===== src/rtl/bin_decimal_display.sv =====
// Iterative binary-to-BCD converter (shift-and-add-3, one bit per clock) driving
// DIGITS seven-segment displays with leading-zero blanking and overflow dashes.

module bin_decimal_display_seg #(
    parameter int SEG_ACTIVE_LOW = 1
) (
    input  logic [3:0] digit,
    input  logic       blank,
    input  logic       dash,
    output logic [6:0] seg
);
    logic [6:0] pat;

    always_comb begin
        pat = 7'h00;
        case (digit)
            4'd0: pat = 7'h3F;
            4'd1: pat = 7'h06;
            4'd2: pat = 7'h5B;
            4'd3: pat = 7'h4F;
            4'd4: pat = 7'h66;
            4'd5: pat = 7'h6D;
            4'd6: pat = 7'h7D;
            4'd7: pat = 7'h07;
            4'd8: pat = 7'h7F;
            4'd9: pat = 7'h6F;
            default: pat = 7'h00;
        endcase
        // Overflow dash wins over blanking.
        if (dash)
            pat = 7'h40;
        else if (blank)
            pat = 7'h00;
        seg = (SEG_ACTIVE_LOW != 0) ? ~pat : pat;
    end
endmodule

module bin_decimal_display #(
    parameter int BIN_WIDTH      = 20,
    parameter int DIGITS         = 6,
    parameter int SEG_ACTIVE_LOW = 1
) (
    input  logic                   i_clk,
    input  logic                   i_rst_n,
    input  logic                   i_valid,
    input  logic [BIN_WIDTH-1:0]   i_bin,
    input  logic                   i_lzb,
    output logic                   o_ready,
    output logic                   o_done,
    output logic [4*DIGITS-1:0]    o_bcd,
    output logic [7*DIGITS-1:0]    o_seg,
    output logic                   o_overflow
);
    localparam int SW = 4 * DIGITS;
    localparam int CW = $clog2(BIN_WIDTH);
    localparam logic [7*DIGITS-1:0] SEG_BLANK = {(7*DIGITS){SEG_ACTIVE_LOW != 0}};

    typedef enum logic [1:0] {IDLE, SHIFT, LATCH} state_t;

    state_t               state_q, state_d;
    logic [BIN_WIDTH-1:0] shift_q;
    logic [SW-1:0]        scratch_q;
    logic [SW-1:0]        adj;
    logic [CW-1:0]        cnt_q;
    logic                 ovf_q;
    logic                 lzb_q;
    logic [DIGITS-1:0]    blank;
    logic                 zero_run;
    logic [7*DIGITS-1:0]  seg_nxt;

    // Per-digit add-3 correction and segment encoding.
    for (genvar d = 0; d < DIGITS; d++) begin : g_digit
        assign adj[4*d +: 4] = (scratch_q[4*d +: 4] >= 4'd5) ? scratch_q[4*d +: 4] + 4'd3
                                                             : scratch_q[4*d +: 4];
        bin_decimal_display_seg #(.SEG_ACTIVE_LOW(SEG_ACTIVE_LOW)) u_seg (
            .digit (scratch_q[4*d +: 4]),
            .blank (blank[d]),
            .dash  (ovf_q),
            .seg   (seg_nxt[7*d +: 7])
        );
    end

    // A digit blanks only while every digit above it is also zero; digit 0 always shows.
    always_comb begin
        blank    = '0;
        zero_run = 1'b1;
        for (int d = DIGITS - 1; d >= 0; d--) begin
            zero_run = zero_run && (scratch_q[4*d +: 4] == 4'd0);
            blank[d] = lzb_q && zero_run && (d != 0);
        end
    end

    always_comb begin
        state_d = state_q;
        case (state_q)
            IDLE:    if (i_valid) state_d = SHIFT;
            SHIFT:   if (cnt_q == CW'(BIN_WIDTH - 1)) state_d = LATCH;
            LATCH:   state_d = IDLE;
            default: state_d = IDLE;
        endcase
    end

    assign o_ready = (state_q == IDLE);

    always_ff @(posedge i_clk) begin
        if (!i_rst_n) begin
            state_q    <= IDLE;
            shift_q    <= '0;
            scratch_q  <= '0;
            cnt_q      <= '0;
            ovf_q      <= 1'b0;
            lzb_q      <= 1'b0;
            o_done     <= 1'b0;
            o_bcd      <= '0;
            o_seg      <= SEG_BLANK;
            o_overflow <= 1'b0;
        end else begin
            state_q <= state_d;
            o_done  <= 1'b0;
            case (state_q)
                IDLE: if (i_valid) begin
                    shift_q   <= i_bin;
                    scratch_q <= '0;
                    cnt_q     <= '0;
                    ovf_q     <= 1'b0;
                    lzb_q     <= i_lzb;
                end
                SHIFT: begin
                    // A set bit 3 in the corrected top digit would be shifted out.
                    if (adj[SW-1]) ovf_q <= 1'b1;
                    scratch_q <= {adj[SW-2:0], shift_q[BIN_WIDTH-1]};
                    shift_q   <= {shift_q[BIN_WIDTH-2:0], 1'b0};
                    cnt_q     <= cnt_q + 1'b1;
                end
                LATCH: begin
                    o_bcd      <= scratch_q;
                    o_overflow <= ovf_q;
                    o_seg      <= seg_nxt;
                    o_done     <= 1'b1;
                end
                default: ;
            endcase
        end
    end
endmodule


===== config.mk =====
export PLATFORM = sky130hd
export DESIGN_NAME = bin_decimal_display
export DESIGN_NICKNAME = d
export VERILOG_FILES = /design/src/rtl/bin_decimal_display.sv
export SDC_FILE = /design/constraint.sdc
export NUM_CORES = 1
export LEC_CHECK = 0
export CORE_MARGIN = 8
export CORE_UTILIZATION = 54
export DETAILED_ROUTE_END_ITERATION = 6
export PLACE_DENSITY = 0.89
export SLEW_MARGIN = 20
export SYNTH_ARGS = -nofsm -noshare
export SYNTH_HDL_FRONTEND = slang
export SYNTH_HIERARCHICAL = 1
export SYNTH_SLANG_ARGS = --single-unit

===== constraint.sdc =====
create_clock -name i_clk -period 2.5 [get_ports i_clk]
set_clock_uncertainty 0.05 [all_clocks]
set_input_delay 0.5 -clock i_clk [delete_from_list [all_inputs] [get_ports i_clk]]
set_output_delay 0.5 -clock i_clk [all_outputs]
set_load 0.01 [all_outputs]

* Word level (Yosys, flattened, before mapping)
Memories as Yosys holds them, arrays and structs flattened. A register that Yosys moved wholly into a read port is not among the register bits.
Cells that the tools add are included.
** Operators by class
- $add $sub $neg :: 7
- Magnitude comparators :: 6
- Equality and inequality tests :: 6
- Muxes and demuxes :: 42
- Bitwise logic cells :: 6
- Reduce and logical (&&, ||, !) cells :: 20
** Operators by type and width (count)
- $mux W7 :: 11
- $mux W4 :: 18
- $pmux W24 S2 :: 1
- $not A7 Y7 :: 6
- $pmux W20 S2 :: 1
- $add A4 B2 Y4 const B :: 6
- $ge A4 B3 Y1 const B :: 6
- $mux W24 :: 1
- $logic_not A4 Y1 :: 5
- $mux W20 :: 1
- $pmux W5 S2 :: 1
- $logic_and A1 B1 Y1 :: 9
- $ne A2 B2 Y1 const B :: 3
- $reduce_and A2 Y1 :: 3
- $add A5 B1 Y5 const B :: 1
- $eq A5 B5 Y1 const B :: 1
- $mux W5 :: 1
- $mux W2 :: 2
- $pmux W2 S2 :: 1
- $mux W1 :: 3
- $reduce_and A3 Y1 :: 1
- $eq A2 B1 Y1 const B :: 1
- $eq A2 B2 Y1 const B :: 1
- $logic_not A2 Y1 :: 1
- 2 further kinds :: 2
** Word-level totals
- Bits in registers :: 121
- ROM bits :: 672
- Input port bits :: 24
- Output and inout port bits :: 69
- Memories :: 6
** Memory list
- (name not given) :: depth 16, width 7, rd ports 1, clocked after Yosys merged registers in 1, wr ports 0, RTL line 16 : case (digit)
- (name not given) :: depth 16, width 7, rd ports 1, clocked after Yosys merged registers in 1, wr ports 0, RTL line 16
- (name not given) :: depth 16, width 7, rd ports 1, clocked after Yosys merged registers in 1, wr ports 0, RTL line 16
- (name not given) :: depth 16, width 7, rd ports 1, clocked after Yosys merged registers in 1, wr ports 0, RTL line 16
- (name not given) :: depth 16, width 7, rd ports 1, clocked after Yosys merged registers in 1, wr ports 0, RTL line 16
- (name not given) :: depth 16, width 7, rd ports 1, clocked after Yosys merged registers in 1, wr ports 0, RTL line 16

* Logic depth before layout (Yosys ltp)
Gate-level depths: netlist of the first run.
- Word-level depth :: 9
- Gate-level depth with buffers :: 10
- Depth with buffers taken out :: 10

* Hierarchy
The synthesis of the first run kept the hierarchy.
** By module, submodules not included
- bin_decimal_display :: instances 1, cells each 567, area each 4939.7 µm², seq. area each 2422.3 µm²
- bin_decimal_display_seg :: instances 6, cells each 27, area each 216.5 µm², seq. area each 0.0 µm²

* Worst setup path before layout of the first run
Ideal clock, no wire load.
- Kind :: register to register
- Start point :: reg scratch_q[21]
- End point :: reg o_seg[13]
- Setup time :: 0.137 ns
- Arrival time :: 2.091 ns
- Path slack :: 0.222 ns
- Stages on the path, launching flop included :: 11
- Period minus slack after synthesis :: 2.278 ns
- Cell sequence :: dfxtp_1 > inv_1 > ha_1 > and4bb_2 > and3_1 > and4_1 > and3_1 > nor4b_1 > a211oi_2 > nand2_1 > nand3_1
** On the way
- Word-level cells in the longest chain between the ends :: 9
** RTL lines
- from (decl) :: RTL line 62 : logic [SW-1:0] scratch_q;
- from (signal assigned) :: RTL line 131 : scratch_q <= {adj[SW-2:0], shift_q[BIN_WIDTH-1]};
- $logic_not A4 Y1 :: RTL line 88 : zero_run = zero_run && (scratch_q[4*d +: 4] == 4'd0);
- $logic_and A1 B1 Y1 (4 in a row) :: RTL line 88
- $logic_and A1 B1 Y1 :: RTL line 89 : blank[d] = lzb_q && zero_run && (d != 0);
- named net blank[1] :: RTL line 67 : logic [DIGITS-1:0] blank;
- $mux W7 :: RTL line 32 : else if (blank)
- $mux W7 :: RTL line 30 : if (dash)
- $not A7 Y7 :: RTL line 34 : seg = (SEG_ACTIVE_LOW != 0) ? ~pat : pat;
- named net seg_nxt[13] :: RTL line 69 : logic [7*DIGITS-1:0] seg_nxt;
- to (signal assigned) :: RTL line 138 : o_seg <= seg_nxt;
- to (decl) :: RTL line 51 : output logic [7*DIGITS-1:0] o_seg,
The timed path passes the listed nets, and every way through them passes these cells.
A chain may end at the register's enable or synchronous reset.

* Worst setup path in the final report of the first run
- Start point :: reg scratch_q[21]
- End point :: reg o_seg[9]
The elaborated chain is that of the path after synthesis.

==> flow_metrics.env, run 1 <==
export IMPL_synth_edf_count=0
export IMPL_setup_viol=0
export IMPL_max_stage_delay_ns=0.34
export IMPL_die_height_microns=123
export IMPL_cts_tree="yes"
export IMPL_startpoint_type="flop"
export IMPL_cts_sinks=121
export IMPL_dp_hpwl_microns=9810
export IMPL_cp_arrival_ns=2.59
export IMPL_insertion_delay_ns=0.41
export IMPL_tightest_slew_ns=0.718
export IMPL_final_area_sq_um=7830
export IMPL_yosysWarnings=6
export IMPL_synth_area_top_cells="dfxtp_1 39%, ha_1 9.6%, nand2_1 8.5%"
export IMPL_cp_slowest_cell="dfxtp_1"
export IMPL_layout_min_cycle_time_ns=2.38
export IMPL_critPathRequiredTime_ns=2.71
export IMPL_worstPathCellList="inv_1, ha_1, and4bb_2, and3_1, and4_1, and3_1, nor2_2, o311ai_1, nand2_1, nand3_1"
export IMPL_grt_usage=0.197
export IMPL_dp_cells=941
export IMPL_postCtsSetupBuffers=0
export IMPL_port_buffers=92
export IMPL_final_cell_mix="142 x nand2_1, 120 x dfxtp_1, 91 x clkdlybuf4s50_1"
export IMPL_std_cell_rows=39
export IMPL_drtIter0Drc=337
export IMPL_cp_num_cells=10
export IMPL_finalSetupTns_ns=0
export IMPL_layout_commonest_cell="nand2_1"
export IMPL_yosysUniqueCellTypes=51
export IMPL_fin_crit_sh=0.953
export IMPL_avgSynthCellArea_sq_um=8.56
export IMPL_vias_per_cell=5.57
export IMPL_grt_pass1_vias=5184
export IMPL_hold_viol_final=0
export IMPL_synthesis_area_sq_um=6240
export IMPL_die_w_microns=123
export IMPL_clk_pin_slew_ns=0.06
export IMPL_yosys_area_top_type_share=0.388
export IMPL_synth_cells=729
export IMPL_io_pin_count=93
export IMPL_cap_violations=0
export IMPL_dr_pass1_iters=5
export IMPL_hold_depth=2
export IMPL_end_kind="flop"
export IMPL_start_util=0.549
export IMPL_clockBufferDepth=2
export IMPL_critical_path_top_cell_by_count="and3_1"
export IMPL_grt_max_degree=63
export IMPL_cp_buffers_inverters=1
export IMPL_htree_levels=4
export IMPL_antenna_found_initial=0
export IMPL_dieArea_sq_um=15200
export IMPL_wl_per_cell_microns=15.2
export IMPL_antenna_cells=0
export IMPL_cts_buffers=17
export IMPL_syn2layout_area_growth_pct=25.6
export IMPL_wl_microns=14800
export IMPL_vias=5417
export IMPL_ys_flop_type="dfxtp_1"
export IMPL_drc_errors=0
export IMPL_fin_nets=889
export IMPL_crit_fanout=6
export IMPL_power_density_nw_per_um2=596
export IMPL_async_flop_share=0
export IMPL_drive_gt1_frac=0.0867
export IMPL_reg2reg_depth=10
export IMPL_ys_ff_latch=121
export IMPL_grt_overflow_total=0
export IMPL_worstSetupPathType="reg -> reg"
export IMPL_rsz0062_at_grt="no"
export IMPL_grt_pass1_wl_microns=24600
export IMPL_ctsRootBufferMaster="clkbuf_16"
export IMPL_ir_drop_mv=0.369
export IMPL_yosysTopAreaCell="dfxtp_1"
export IMPL_ant_nets=0
export IMPL_cp_top_family="simple AND/OR/NAND/NOR gates"
export IMPL_status="complete, no violations"
export IMPL_ys_seq_area_frac=0.388
export IMPL_core_sq_um=11400
export IMPL_p_leak_uw=0.00319
export IMPL_dpl_instance_area_sq_um=7230
export IMPL_maxSlewHeadroom=0.521
export IMPL_hp_class="in -> reg"
export IMPL_fmax_mhz=420
export IMPL_place_congestion=0.808
export IMPL_finalNonFillerCells=973
export IMPL_drv_slew=0
## per-stage QoR
| step | total power [uW] | hold slack [ns] | utilization | setup slack [ns] |
|---|---|---|---|---|
| floorplan | 2210 | 0.375 | - | 0.222 |
| global placement | 2280 | 0.399 | 0.636 | 0.215 |
| detailed placement | 2280 | 0.405 | 0.636 | 0.110 |
| CTS | 4690 | 0.326 | 0.688 | 0.0563 |
| global route | 4830 | 0.354 | 0.689 | 0.0333 |
| finish | 4670 | 0.342 | 0.689 | 0.118 |
## report_power, final
part	internal, uW	leakage, uW	switching, uW
combinational	113	0.00193	142
sequential	1970	0.000982	24.9
clock	1500	0.000276	921
total	3580	0.00319	1090
## area by class of cell
cell class,count,area [sq um]
clock buffer,19,443
clock inverter,13,148
fill,883,3540
inverter,30,113
multi-input combinational,536,3460
sequential,121,2420
tap,143,179
timing repair buffer,111,1070
## cells by family (layout without fill, tap and decap cells)
family                   after synthesis  count (layout)  share of synthesized area
AO/OA/AOI/OAI                        144             144                      0.180
XOR/XNOR                              14              14                     0.0197
adder cells (fa/ha/maj)               48              48                     0.0963
buffers and inverters                 74             173                     0.0618
flip-flops                           121             121                      0.388
multiplexers                          12              12                     0.0193
other                                  1               3                   0.000601
AND/OR/NAND/NOR                      315             315                      0.234
## what timing repair did
item / 4_1_cts / 5_1_grt
resized for setup: 0 / 3
endpoints found under the setup margin: 0 / 7
hold buffers: 0 / 0
## state kept, by name, summed over array words and instances (netlist names)
signal and count:
o_bcd 24, ovf_q 1, lzb_q 1, scratch_q 24, state_q 2, o_overflow 1, o_seg 42, o_done 1
cnt_q 5, shift_q 20
## synthesized netlist by cell type (2+ instances only)
master and count:
o21ai_1 6, o21ai_0 8, and3_1 5, nor2_1 63
xor2_1 7, o221ai_1 19, inv_1 30, nand2b_1 8
o211ai_1 8, clkbuf_1 18, nor3b_1 3, o31ai_1 6
nor2b_1 19, o22ai_1 10, a21oi_1 8, o21ai_2 6
a22o_1 7, nand3_1 43, buf_2 11, buf_6 11
nand3b_1 6, xnor2_1 7, and2_1 9, nor4b_1 6
buf_4 3, a21boi_0 28, mux2i_1 12, a32o_1 6
ha_1 48, dfxtp_1 121, a211oi_2 6, nand2_1 142
nand4_1 2, o311ai_1 20
## path summary, 6_finish.rpt
| kind | from | endpoint | slack (ns) |
|---|---|---|---|
| worst max-delay path | scratch_q[21] | o_seg[9] | 0.12 |
| worst min-delay path | i_rst_n | state_q[0] | 0.34 |
| worst max register to register | scratch_q[21] | o_seg[9] | 0.12 |
| worst min register to register | o_bcd[18] | o_bcd[18] | 0.41 |
## routing by layer
metal,routed length [microns],global-route usage,vias to the layer above
met4,230,0.0730,0
met2,7240,0.324,137
met5,0,0,-
met1,6400,0.241,2543
li1,-,-,2712
met3,935,0.0557,25
Power figures use the tool's default switching activity.
==> run 2, diff against run 1 <==
--- a/config.mk
+++ b/config.mk
@@ -14,3 +14,4 @@
 export SYNTH_HDL_FRONTEND = slang
 export SYNTH_HIERARCHICAL = 1
 export SYNTH_SLANG_ARGS = --single-unit
+export TNS_END_PERCENT = 20
==> results of run 2 <==
The final DEF is identical to that of run 1; final timing and power are the same.
==> run 3, diff against run 2 <==
--- a/config.mk
+++ b/config.mk
@@ -5,7 +5,6 @@
 export SDC_FILE = /design/constraint.sdc
 export NUM_CORES = 1
 export LEC_CHECK = 0
-export CORE_MARGIN = 8
 export CORE_UTILIZATION = 54
 export DETAILED_ROUTE_END_ITERATION = 6
 export PLACE_DENSITY = 0.89
==> constraint.sdc (replaced) <==
create_clock -name i_clk -period 2.5 [get_ports i_clk]
set_clock_uncertainty 0.05 [all_clocks]
set_input_delay 0.5 -clock i_clk [delete_from_list [all_inputs] [get_ports i_clk]]
set_output_delay 0.5 -clock i_clk [all_outputs]
set_load 0.02 [all_outputs]
==> run 3 against run 2 <==
Worst setup slack better by 0.0060 ns; sequential share of layout area up 0.48 points; maximum frequency up 0.25%; non-clock buffer count down 2; sequential cell count unchanged; sequential power about the same; clock power down 14%; design area down 1.6%; largest cell class unchanged.
==> flow_metrics.env, run 3 (same netlist as run 1, synthesis figures left out) <==
export IMPL_vias=5514
export IMPL_grt_overflow_total=0
export IMPL_htree_levels=4
export IMPL_seqPwrFrac=0.459
export IMPL_max_stage_delay_ns=0.35
export IMPL_ctsRootBufferMaster="clkbuf_16"
export IMPL_seq_area_sq_um=2420
export IMPL_maxSlewHeadroom=0.473
export IMPL_power_uw=4350
export IMPL_setup_viol=0
export IMPL_dp_hpwl_microns=9660
export IMPL_intPower_uw=3380
export IMPL_worstPathCellList="inv_1, ha_1, and4bb_2, and3_1, and4_1, and3_1, nor4b_2, a211oi_2, nand2_1, nand3_1"
export IMPL_dr_pass1_iters=5
export IMPL_cp_top_family="simple AND/OR/NAND/NOR gates"
export IMPL_insertion_delay_ns=0.42
export IMPL_cp_buffers_inverters=1
export IMPL_pre_cts_ws_ns=0.0909
export IMPL_cp_slowest_cell="dfxtp_1"
export IMPL_end_kind="flop"
export IMPL_dieArea_sq_um=12000
export IMPL_layout_min_cycle_time_ns=2.38
export IMPL_io_pin_count=93
export IMPL_core_sq_um=11000
export IMPL_die_height_microns=109
export IMPL_drtIter0Drc=312
export IMPL_power_density_nw_per_um2=564
export IMPL_post_route_util=0.699
export IMPL_antenna_found_initial=0
export IMPL_tightest_slew_ns=0.790
export IMPL_critical_path_top_cell_by_count="and3_1"
export IMPL_wl_microns=14100
export IMPL_p_switching_uw=967
export IMPL_final_cell_mix="142 x nand2_1, 121 x dfxtp_1, 91 x clkdlybuf4s50_1"
export IMPL_layout_setup_ws_ns=0.124
export IMPL_die_w_microns=109
export IMPL_antenna_cells=0
export IMPL_cap_violations=0
export IMPL_top_register="o_seg"
export IMPL_n_fill_cell=866
export IMPL_std_cell_rows=38
export IMPL_place_congestion=0.836
export IMPL_crit_fanout=5
export IMPL_cp_arrival_ns=2.58
export IMPL_p_leak_uw=0.00315
export IMPL_pwr_share_clk=0.482
export IMPL_fin_nets=887
export IMPL_start_util=0.566
export IMPL_critPathRequiredTime_ns=2.70
export IMPL_largest_reg_flops=42
export IMPL_layout_commonest_cell="nand2_1"
export IMPL_grt_pass1_wl_microns=23600
export IMPL_cts_sinks=121
export IMPL_finalSetupTns_ns=0
export IMPL_drv_slew=0
export IMPL_cts_tree="yes"
export IMPL_fmax_mhz=421
export IMPL_vias_per_cell=5.71
export IMPL_hold_viol_final=0
export IMPL_multi_input_area_sq_um=3460
export IMPL_clk_pin_slew_ns=0.05
export IMPL_startpoint_type="flop"
export IMPL_port_buffers=92
export IMPL_syn2layout_area_growth_pct=23.6
export IMPL_drc_errors=0
export IMPL_grt_pass1_vias=5215
export IMPL_top_regs="o_seg (42), o_bcd (24), scratch_q (24)"
export IMPL_grt_usage=0.251
export IMPL_ant_nets=0
export IMPL_drive_gt1_frac=0.0738
export IMPL_grt_max_degree=89
export IMPL_wl_per_cell_microns=14.6
export IMPL_fin_crit_sh=0.950
export IMPL_cts_buffers=17
export IMPL_ir_drop_mv=0.418
export IMPL_status="complete, no violations"
export IMPL_p_comb_frac=0.059
export IMPL_holdBufCountCts=0
export IMPL_switching_share=0.223
export IMPL_worstSetupPathType="reg -> reg"
export IMPL_clockBufferDepth=2
export IMPL_hp_class="in -> reg"
run 3: cell types whose count changed in the layout (fill, tap and decap cells not counted), moves of 2 or more:
| cell | delta |
|---|---|
| bufinv_16 | -2 |
| clkbuf_1 | +6 |
| clkinv_2 | +3 |
| clkinv_4 | -5 |
| clkinvlp_4 | -4 |
run 3: cell type report:
| cell class | count | area share |
|---|---|---|
| multi-input combinational | 536 | 0.448 |
| sequential | 121 | 0.314 |
| timing repair buffer | 109 | 0.135 |
| clock buffer | 26 | 0.0622 |
| tap | 140 | 0.0227 |
| inverter | 30 | 0.0146 |
| clock inverter | 4 | 0.00260 |
run 3: path summary, 6_finish.rpt:
path                            cells past startpoint         end          start  slack (ns)
worst max register to register                     10   o_seg[13]  scratch_q[20]        0.12
worst max-delay path                               10   o_seg[13]  scratch_q[20]        0.12
worst min-delay path                                2    cnt_q[4]        i_rst_n        0.36
worst min register to register                      2  shift_q[0]     shift_q[0]        0.41
run 3: stage by stage:
step | instances | hold slack, ns | area, sq um
global placement | 936 | 0.390 | 7200
CTS | 966 | 0.353 | 7700
global route | 966 | 0.383 | 7710
floorplan | 731 | 0.375 | 6250
detailed placement | 936 | 0.399 | 7200
finish | 966 | 0.364 | 7710
run 3: power by group through the flow:
stage          logic, uW  registers (uW)  clock network (uW)
2_1_floorplan        188            2020                   0
3_3_place_gp         240            2030                   0
3_5_place_dp         254            2030                   0
4_1_cts              256            1990                2110
5_1_grt              287            2000                2200
6_report             257            1990                2090
run 3: routing by layer:
| metal | share of wire | global-route usage | vias up |
|---|---|---|---|
| met4 | 0.022 | 0.112 | 0 |
| li1 | - | - | 2708 |
| met5 | 0 | 0 | - |
| met2 | 0.50 | 0.425 | 147 |
| met3 | 0.048 | 0.0646 | 31 |
| met1 | 0.43 | 0.297 | 2628 |
run 3: what timing repair did:
| action | CTS | global route |
|---|---|---|
| gates resized for setup | 0 | 2 |
| buffers inserted | 0 | 0 |
| setup endpoints to repair | 0 | 6 |
run 3: worst register-to-register path: cells and delay by family, from the launching register on:
| family | cells | cell delay, ns |
|---|---|---|
| and+or+nand+nor | 7 | 1.43 |
| DFF | 1 | 0.35 |
| adders and majority gates | 1 | 0.21 |
| buffers and inverters | 1 | 0.10 |
| AOI/OAI and AO/OA | 1 | 0.08 |
